[config.mk]
export PLATFORM = sky130hd
export DESIGN_NAME = ram_port_arbiter_flat
export DESIGN_NICKNAME = d
export VERILOG_FILES = /design/src/rtl/ram_port_arbiter_if.sv /design/src/rtl/ram_port_arbiter.sv /design/src/flat_wrapper.sv
export SDC_FILE = /design/constraint.sdc
export NUM_CORES = 1
export LEC_CHECK = 0
export CAP_MARGIN = 20
export CORE_ASPECT_RATIO = 0.75
export CORE_MARGIN = 1.5
export CORE_UTILIZATION = 44
export DETAILED_ROUTE_END_ITERATION = 7
export PLACE_DENSITY = 0.81
export SYNTH_ARGS = -nofsm -noshare
export SYNTH_HDL_FRONTEND = slang
export SYNTH_SLANG_ARGS = --single-unit
export TNS_END_PERCENT = 20
[constraint.sdc]
create_clock -name clk -period 3.5 [get_ports clk]
set_input_delay 0.7 -clock clk [delete_from_list [all_inputs] [get_ports clk]]
set_output_delay 0.7 -clock clk [all_outputs]
set_load 0.01 [all_outputs]
[src/rtl/ram_port_arbiter_if.sv]
// Bundles the requester handshakes, clear control and MultiRAM port signals
// of the RAM port arbiter.
//   master : requesters plus RAM controller side (drives req/fields, ram_dout)
//   slave  : the arbiter (drives grants, read valid/data, ram_* outputs)
interface ram_port_arbiter_if;
  localparam int unsigned ADDR_W = 5;
  localparam int unsigned DATA_W = 8;
  localparam int unsigned SEL_W  = 2;

  // requester A: display fetch reads
  logic              req_a;
  logic [SEL_W-1:0]  sel_a;
  logic [ADDR_W-1:0] menu_a;
  logic [ADDR_W-1:0] add_a;
  logic              gnt_a;
  logic              rvalid_a;
  logic [DATA_W-1:0] rdata_a;

  // requester B: local-RAM edit writes
  logic              req_b;
  logic [ADDR_W-1:0] add_b;
  logic [DATA_W-1:0] din_b;
  logic              gnt_b;

  // clear sequencer control
  logic              clear_req;
  logic              clear_done;
  logic              busy;

  // MultiRAM port
  logic [SEL_W-1:0]  ram_sel;
  logic [ADDR_W-1:0] ram_menu;
  logic [ADDR_W-1:0] ram_add;
  logic [DATA_W-1:0] ram_din;
  logic              ram_w;
  logic              ram_clear;
  logic [DATA_W-1:0] ram_dout;

  modport master (
    output req_a, sel_a, menu_a, add_a, req_b, add_b, din_b, clear_req, ram_dout,
    input  gnt_a, rvalid_a, rdata_a, gnt_b, clear_done, busy,
           ram_sel, ram_menu, ram_add, ram_din, ram_w, ram_clear
  );

  modport slave (
    input  req_a, sel_a, menu_a, add_a, req_b, add_b, din_b, clear_req, ram_dout,
    output gnt_a, rvalid_a, rdata_a, gnt_b, clear_done, busy,
           ram_sel, ram_menu, ram_add, ram_din, ram_w, ram_clear
  );
endinterface

[src/rtl/ram_port_arbiter.sv]
// Shares the single MultiRAM port between the display fetch path (A, reads),
// the local-RAM edit path (B, writes) and a serial local-RAM clear sequencer.
// Ports:
//   clk  - system clock
//   rst  - synchronous active-high reset
//   bus  - ram_port_arbiter_if.slave: request/grant handshakes, clear
//          control, and the registered MultiRAM_* outputs / ram_dout input
module ram_port_arbiter #(
  parameter logic [7:0] CLEAR_CHAR = 8'h20,
  parameter logic [1:0] SEL_LOCAL  = 2'd2
) (
  input logic               clk,
  input logic               rst,
  ram_port_arbiter_if.slave bus
);
  localparam int unsigned ADDR_W = 5;
  localparam int unsigned DATA_W = 8;
  localparam int unsigned SEL_W  = 2;
  localparam logic [ADDR_W-1:0] LAST_ADDR   = ADDR_W'(31);
  localparam logic [ADDR_W-1:0] PENULT_ADDR = ADDR_W'(30);

  typedef enum logic [0:0] {IDLE, CLEAR} stateT;

  stateT             state;
  logic              lastGntB;   // 1 when the most recent grant went to B
  logic [ADDR_W-1:0] clrCnt;     // address currently being cleared
  logic              rvPipe;     // first stage of the read-valid delay
  logic              rvalidA;
  logic              busyR;
  logic              clearDone;
  logic [SEL_W-1:0]  ramSel;
  logic [ADDR_W-1:0] ramMenu;
  logic [ADDR_W-1:0] ramAdd;
  logic [DATA_W-1:0] ramDin;
  logic              ramW;
  logic              gntA;
  logic              gntB;

  // Grant decode: clear request blocks both; ties go to whoever was not granted last
  always_comb begin
    gntA = 1'b0;
    gntB = 1'b0;
    if (!rst && state == IDLE && !bus.clear_req) begin
      if (bus.req_a && (!bus.req_b || lastGntB)) begin
        gntA = 1'b1;
      end else if (bus.req_b) begin
        gntB = 1'b1;
      end
    end
  end

  // Arbiter/clear state machine with registered RAM-side outputs
  always_ff @(posedge clk) begin
    if (rst) begin
      state     <= IDLE;
      lastGntB  <= 1'b0;
      clrCnt    <= '0;
      rvPipe    <= 1'b0;
      rvalidA   <= 1'b0;
      busyR     <= 1'b0;
      clearDone <= 1'b0;
      ramSel    <= '0;
      ramMenu   <= '0;
      ramAdd    <= '0;
      ramDin    <= '0;
      ramW      <= 1'b0;
    end else begin
      // reads already granted keep flowing regardless of a clear starting
      rvPipe    <= gntA;
      rvalidA   <= rvPipe;
      clearDone <= 1'b0;
      case (state)
        IDLE: begin
          ramW <= 1'b0;
          if (bus.clear_req) begin
            state  <= CLEAR;
            clrCnt <= '0;
            busyR  <= 1'b1;
            ramSel <= SEL_LOCAL;
            ramAdd <= '0;
            ramDin <= CLEAR_CHAR;
            ramW   <= 1'b1;
          end else if (gntA) begin
            lastGntB <= 1'b0;
            ramSel   <= bus.sel_a;
            ramMenu  <= bus.menu_a;
            ramAdd   <= bus.add_a;
          end else if (gntB) begin
            lastGntB <= 1'b1;
            ramSel   <= SEL_LOCAL;
            ramAdd   <= bus.add_b;
            ramDin   <= bus.din_b;
            ramW     <= 1'b1;
          end
        end
        CLEAR: begin
          ramSel    <= SEL_LOCAL;
          ramDin    <= CLEAR_CHAR;
          ramW      <= 1'b1;
          // done pulse lines up with the write of the last address
          clearDone <= (clrCnt == PENULT_ADDR);
          if (clrCnt == LAST_ADDR) begin
            state  <= IDLE;
            clrCnt <= '0;
            busyR  <= 1'b0;
            ramW   <= 1'b0;
          end else begin
            clrCnt <= clrCnt + ADDR_W'(1);
            ramAdd <= clrCnt + ADDR_W'(1);
          end
        end
        default: state <= IDLE;
      endcase
    end
  end

  assign bus.gnt_a      = gntA;
  assign bus.gnt_b      = gntB;
  assign bus.rvalid_a   = rvalidA;
  assign bus.rdata_a    = bus.ram_dout;
  assign bus.busy       = busyR;
  assign bus.clear_done = clearDone;
  assign bus.ram_sel    = ramSel;
  assign bus.ram_menu   = ramMenu;
  assign bus.ram_add    = ramAdd;
  assign bus.ram_din    = ramDin;
  assign bus.ram_w      = ramW;
  assign bus.ram_clear  = 1'b0;
endmodule

[src/flat_wrapper.sv]
// flat-port wrapper written by rule: the top's interface ports become plain ports
module ram_port_arbiter_flat 
#(
  parameter logic [7:0] CLEAR_CHAR = 8'h20,
  parameter logic [1:0] SEL_LOCAL  = 2'd2
)
  (clk, rst, bus_req_a, bus_sel_a, bus_menu_a, bus_add_a, bus_req_b, bus_add_b, bus_din_b, bus_clear_req, bus_ram_dout, bus_gnt_a, bus_rvalid_a, bus_rdata_a, bus_gnt_b, bus_clear_done, bus_busy, bus_ram_sel, bus_ram_menu, bus_ram_add, bus_ram_din, bus_ram_w, bus_ram_clear);
  ram_port_arbiter_if bus_i ();
  input logic clk;
  input logic rst;
  input wire logic [$bits(bus_i.req_a)-1:0] bus_req_a;
  input wire logic [$bits(bus_i.sel_a)-1:0] bus_sel_a;
  input wire logic [$bits(bus_i.menu_a)-1:0] bus_menu_a;
  input wire logic [$bits(bus_i.add_a)-1:0] bus_add_a;
  input wire logic [$bits(bus_i.req_b)-1:0] bus_req_b;
  input wire logic [$bits(bus_i.add_b)-1:0] bus_add_b;
  input wire logic [$bits(bus_i.din_b)-1:0] bus_din_b;
  input wire logic [$bits(bus_i.clear_req)-1:0] bus_clear_req;
  input wire logic [$bits(bus_i.ram_dout)-1:0] bus_ram_dout;
  output wire logic [$bits(bus_i.gnt_a)-1:0] bus_gnt_a;
  output wire logic [$bits(bus_i.rvalid_a)-1:0] bus_rvalid_a;
  output wire logic [$bits(bus_i.rdata_a)-1:0] bus_rdata_a;
  output wire logic [$bits(bus_i.gnt_b)-1:0] bus_gnt_b;
  output wire logic [$bits(bus_i.clear_done)-1:0] bus_clear_done;
  output wire logic [$bits(bus_i.busy)-1:0] bus_busy;
  output wire logic [$bits(bus_i.ram_sel)-1:0] bus_ram_sel;
  output wire logic [$bits(bus_i.ram_menu)-1:0] bus_ram_menu;
  output wire logic [$bits(bus_i.ram_add)-1:0] bus_ram_add;
  output wire logic [$bits(bus_i.ram_din)-1:0] bus_ram_din;
  output wire logic [$bits(bus_i.ram_w)-1:0] bus_ram_w;
  output wire logic [$bits(bus_i.ram_clear)-1:0] bus_ram_clear;
  assign bus_i.req_a = bus_req_a;
  assign bus_i.sel_a = bus_sel_a;
  assign bus_i.menu_a = bus_menu_a;
  assign bus_i.add_a = bus_add_a;
  assign bus_i.req_b = bus_req_b;
  assign bus_i.add_b = bus_add_b;
  assign bus_i.din_b = bus_din_b;
  assign bus_i.clear_req = bus_clear_req;
  assign bus_i.ram_dout = bus_ram_dout;
  assign bus_gnt_a = bus_i.gnt_a;
  assign bus_rvalid_a = bus_i.rvalid_a;
  assign bus_rdata_a = bus_i.rdata_a;
  assign bus_gnt_b = bus_i.gnt_b;
  assign bus_clear_done = bus_i.clear_done;
  assign bus_busy = bus_i.busy;
  assign bus_ram_sel = bus_i.ram_sel;
  assign bus_ram_menu = bus_i.ram_menu;
  assign bus_ram_add = bus_i.ram_add;
  assign bus_ram_din = bus_i.ram_din;
  assign bus_ram_w = bus_i.ram_w;
  assign bus_ram_clear = bus_i.ram_clear;
  ram_port_arbiter #(.CLEAR_CHAR(CLEAR_CHAR), .SEL_LOCAL(SEL_LOCAL)) u_core (.clk(clk), .rst(rst), .bus(bus_i));
endmodule
==> impl.org <==
** Place
- After legalization and detailed placement, the total HPWL measured 2370 µm.
- At the end of routability-driven placement, the weighted congestion stood at 0.810.
- Port-buffer cells :: 55
- Worst-case setup slack after placement :: 0.359 ns
- Once placement finished, the instance area stood at 0.00204 mm².

** Worst setup path
- Walking the worst path, the cells encountered are clkdlybuf4s50_1, nor2_2, nand3_2, inv_2, clkdlybuf4s50_1.
- Measured in cells, the most critical reg-to-reg path has a length of 6.
- Worst Setup Path Type :: primary input to primary output
- End point of the critical path :: bus_gnt_a
- Signal arrival time at the worst endpoint :: 2.42 ns
- Register-to-register setup slack :: 1.77 ns
- Crit. End Element :: primary output
- The largest individual stage delay along the critical path comes from the cell clkdlybuf4s50_1.
- The largest single stage delay on the critical path is 0.55 ns.
- Critical Path Source Type :: primary input
- Worst endpoint required time :: 2.80 ns
- The worst register-to-register path begins at u_core.clrCnt[0]$_SDFFE_PP0P_.
- Critical path startpoint :: bus_clear_req
- CP dominant cell by count :: clkdlybuf4s50_1
- In this run the critical register-to-register path is captured at u_core.clrCnt[3]$_SDFFE_PP0P_.
- Crit path max fanout :: 8

** Floorplanning
- Number of placement rows :: 18
- Die Ht :: 54.1 µm
- I/O pin count :: 73
- Starting density of the core :: 46.3%
- Floorplan Core Area :: 0.00331 mm²
- In this run the horizontal extent of the chip is 71.2 µm.
- Die area :: 0.00385 mm²

** Clock tree
- The clock drives 32 sinks.
- Clock-pin slew was measured on the worst setup and hold paths at 0.07 ns.
- After clock tree synthesis, the setup repair step added 0 buffers.
- Total number of H-tree levels :: 2
- For the worst-skew pair, the clock arrives at the later sink with an insertion delay of 0.29 ns.
- The tree is rooted in a clkbuf_8.
- Hold-fix buffer count after cts :: 0
- Clock Tree Buf Depth :: 2
- Once the clock tree was built, the resizer swapped 0 gates to a different size.
- TritonCTS created 5 clock buffers.
- TritonCTS clock tree :: built

** Final layout
- For this run, the share of the core covered by cells in the final layout is 64.4%.
- For this run, the post-layout net count is 264.
- The number of antenna diodes in the final layout is 0.
- Summing all non-filler instances in the final layout gives an area of 0.00213 mm².
- The area growth from synthesis to layout is 39.1%.
- Share of post-route cells with drive strength above 1 :: 10.3%

** Synthesis
- Synthesis produced a netlist with a net count of 216.
- Post-synthesis register bit count :: 32
- For this run, asynchronously set or reset flops after synthesis account for 0%.
- Number of enable-type register cells in the synthesized netlist :: 0
- Summing the sequential cell areas from Yosys gives 41.8% of the chip area.
- Cell area after synthesis :: 0.00153 mm²
- Synthesis produced 175 cells.
- Area share of the largest cell type after synthesis :: 41.8%
- Post-synthesis cell type with the largest combined area :: dfxtp_1
- Yosys mapped the design onto 45 distinct sky130hd cell types.
- A synthesized cell averages 8.77 µm².
- Main flop type after synthesis :: dfxtp_1
- By area the synthesized netlist is led by dfxtp_1 42%, nand2_1 4.6%, mux2i_1 4.6%.
- YS warnings :: 0

** Detailed routing
- Detail Route Antenna Nets :: 0
- Detailed Route Iter0 Violations :: 49
- After detailed routing, the total wire length is 3230 µm.
- # DRC :: 0
- After detailed routing, the average wire length per cell comes to 12.2 µm.
- The first detailed-routing pass took 4 iterations.
- Via Count :: 1320
- In the routed layout, each cell is associated on average with a via count of 5.00.

** Timing
- In the finished design, the share of the clock period the worst path needs comes to 89.2%.
- Setup TNS :: 0 ns
- The total count of max-transition violations in the final report was 0.
- Setup slack on the critical path of the routed design comes to 0.378 ns.
- Setup repair after global routing left no endpoint under its margin.
- Final hold violation count :: 0
- Based on the critical path, the design can be clocked at up to 320 MHz.
- Setup violations remaining at the end of the flow were counted as 0.
- Across the routed clock network, the largest skew measured is 0.00921 ns.
- Time the worst path needs with I/O delays and setup :: 3.12 ns
- Worst hold slack across all endpoints :: 0.430 ns

** Global route
- Leftover overflow at the end of global routing :: 0
- Initial antenna violation count :: 0
- Global routing consumed, over all layers together, 17.7% of the routing resources.
- Vias in the first global route :: 1170
- Entering global routing, the biggest net connects 17 pins.
- The first global-routing pass estimated 5130 µm of wire.

** Worst hold path
- The min-delay analysis places its worst path in the category flip-flop to flip-flop.

** Status
- The run finished with clean final reports.

** Pwr
- In this run the static leakage power is 0.850 nW.
- Power spread over the standard cell area amounts to 388 mW/mm².
- IR analysis of the VDD net gives a maximum drop of 0.298 mV.

** Run
- Maxcap violations :: 0
==> per-stage QoR <==
step | cells | total power, mW
finish | 264 | 0.828
global route | 264 | 0.866
CTS | 264 | 0.836
detailed placement | 256 | 0.542
global placement | 256 | 0.541
floorplan | 175 | 0.480
==> layout make-up <==
type	count	area [µm²]
timing repair buffer	59	581
clock buffer	7	86.3
fill	283	1180
inverter	5	18.8
multi-input combinational	120	749
sequential	32	641
clock inverter	1	7.51
tap	40	50.0
==> critical path: cells and delay by family <==
family / cells / cell delay, ns
simple gates: 2 / 0.52
buf+inv: 3 / 1.21
==> worst min-delay path by stage <==
stage,startpoint,to,slack (ns),cells after the start
2_1_floorplan,u_core.rvPipe$_SDFF_PP0_,u_core.bus.rvalid_a$_SDFF_PP0_,0.41,1
3_3_place_gp,u_core.rvPipe$_SDFF_PP0_,u_core.bus.rvalid_a$_SDFF_PP0_,0.42,1
3_5_place_dp,u_core.rvPipe$_SDFF_PP0_,u_core.bus.rvalid_a$_SDFF_PP0_,0.42,1
4_1_cts,u_core.rvPipe$_SDFF_PP0_,u_core.bus.rvalid_a$_SDFF_PP0_,0.43,1
5_1_grt,u_core.rvPipe$_SDFF_PP0_,u_core.bus.rvalid_a$_SDFF_PP0_,0.46,1
6_report,u_core.rvPipe$_SDFF_PP0_,u_core.bus.rvalid_a$_SDFF_PP0_,0.43,1
==> power breakdown <==
part / internal, mW / switching, mW
logic: 0.0815 / 0.0597
clock network: 0.160 / 0.135
registers: 0.381 / 0.0114
==> synth_stat cells, types with 3 or more instances <==
| master | count |
|---|---|
| clkbuf_1 | 3 |
| and2_1 | 7 |
| nor2_1 | 13 |
| nand2_1 | 19 |
| a21boi_1 | 3 |
| nor2b_1 | 3 |
| ha_1 | 3 |
| buf_2 | 4 |
| nor3_1 | 4 |
| buf_4 | 9 |
| dfxtp_1 | 32 |
| o21ai_1 | 10 |
| and3_1 | 6 |
| a31oi_1 | 5 |
| inv_1 | 3 |
| nand3_1 | 6 |
| mux2i_1 | 7 |
| a21oi_1 | 6 |
==> cell usage in the layout (no fill, tap or decap), drive strengths merged, types with 2 or more instances in the layout <==
master and instances:
nor3 5, nand2 19, a21oi 7, nand2b 3, dfxtp 32, clkdlybuf4s50 55
ha 3, nand3 7, nor3b 2, and3 6, nor2b 4, mux2i 7
buf 4, clkbuf 7, nor2 14, a31oi 6, and2 8, inv 5
o21ai 12, a21boi 5
==> state kept, by name (all words and copies together) (netlist names) <==
name / flops
u_core.bus.ram_w: 1
u_core.rvPipe: 1
u_core.bus.ram_din: 8
u_core.bus.ram_add: 5
u_core.lastGntB: 1
u_core.bus.ram_sel: 2
u_core.bus.ram_menu: 5
u_core.state: 1
u_core.clrCnt: 5
u_core.bus.rvalid_a: 1
u_core.bus.busy: 1
u_core.bus.clear_done: 1
==> per-layer routing <==
layer	routed length, µm	GRT usage [%]
met1	1540	22.2
met2	1310	25.8
met3	329	8.80
met4	51	7.86
met5	0	0
==> cell families after synthesis <==
kind of cell	synth area share [%]
AOI/OAI and AO/OA	15.2
buffers and inverters	9.38
DFF	41.8
muxes	4.57
and+or+nand+nor	25.3
xor gates and xnor gates	1.14
other	0.244
adders and majority gates	2.45
No activity file was read; power rests on OpenSTA's default activity.
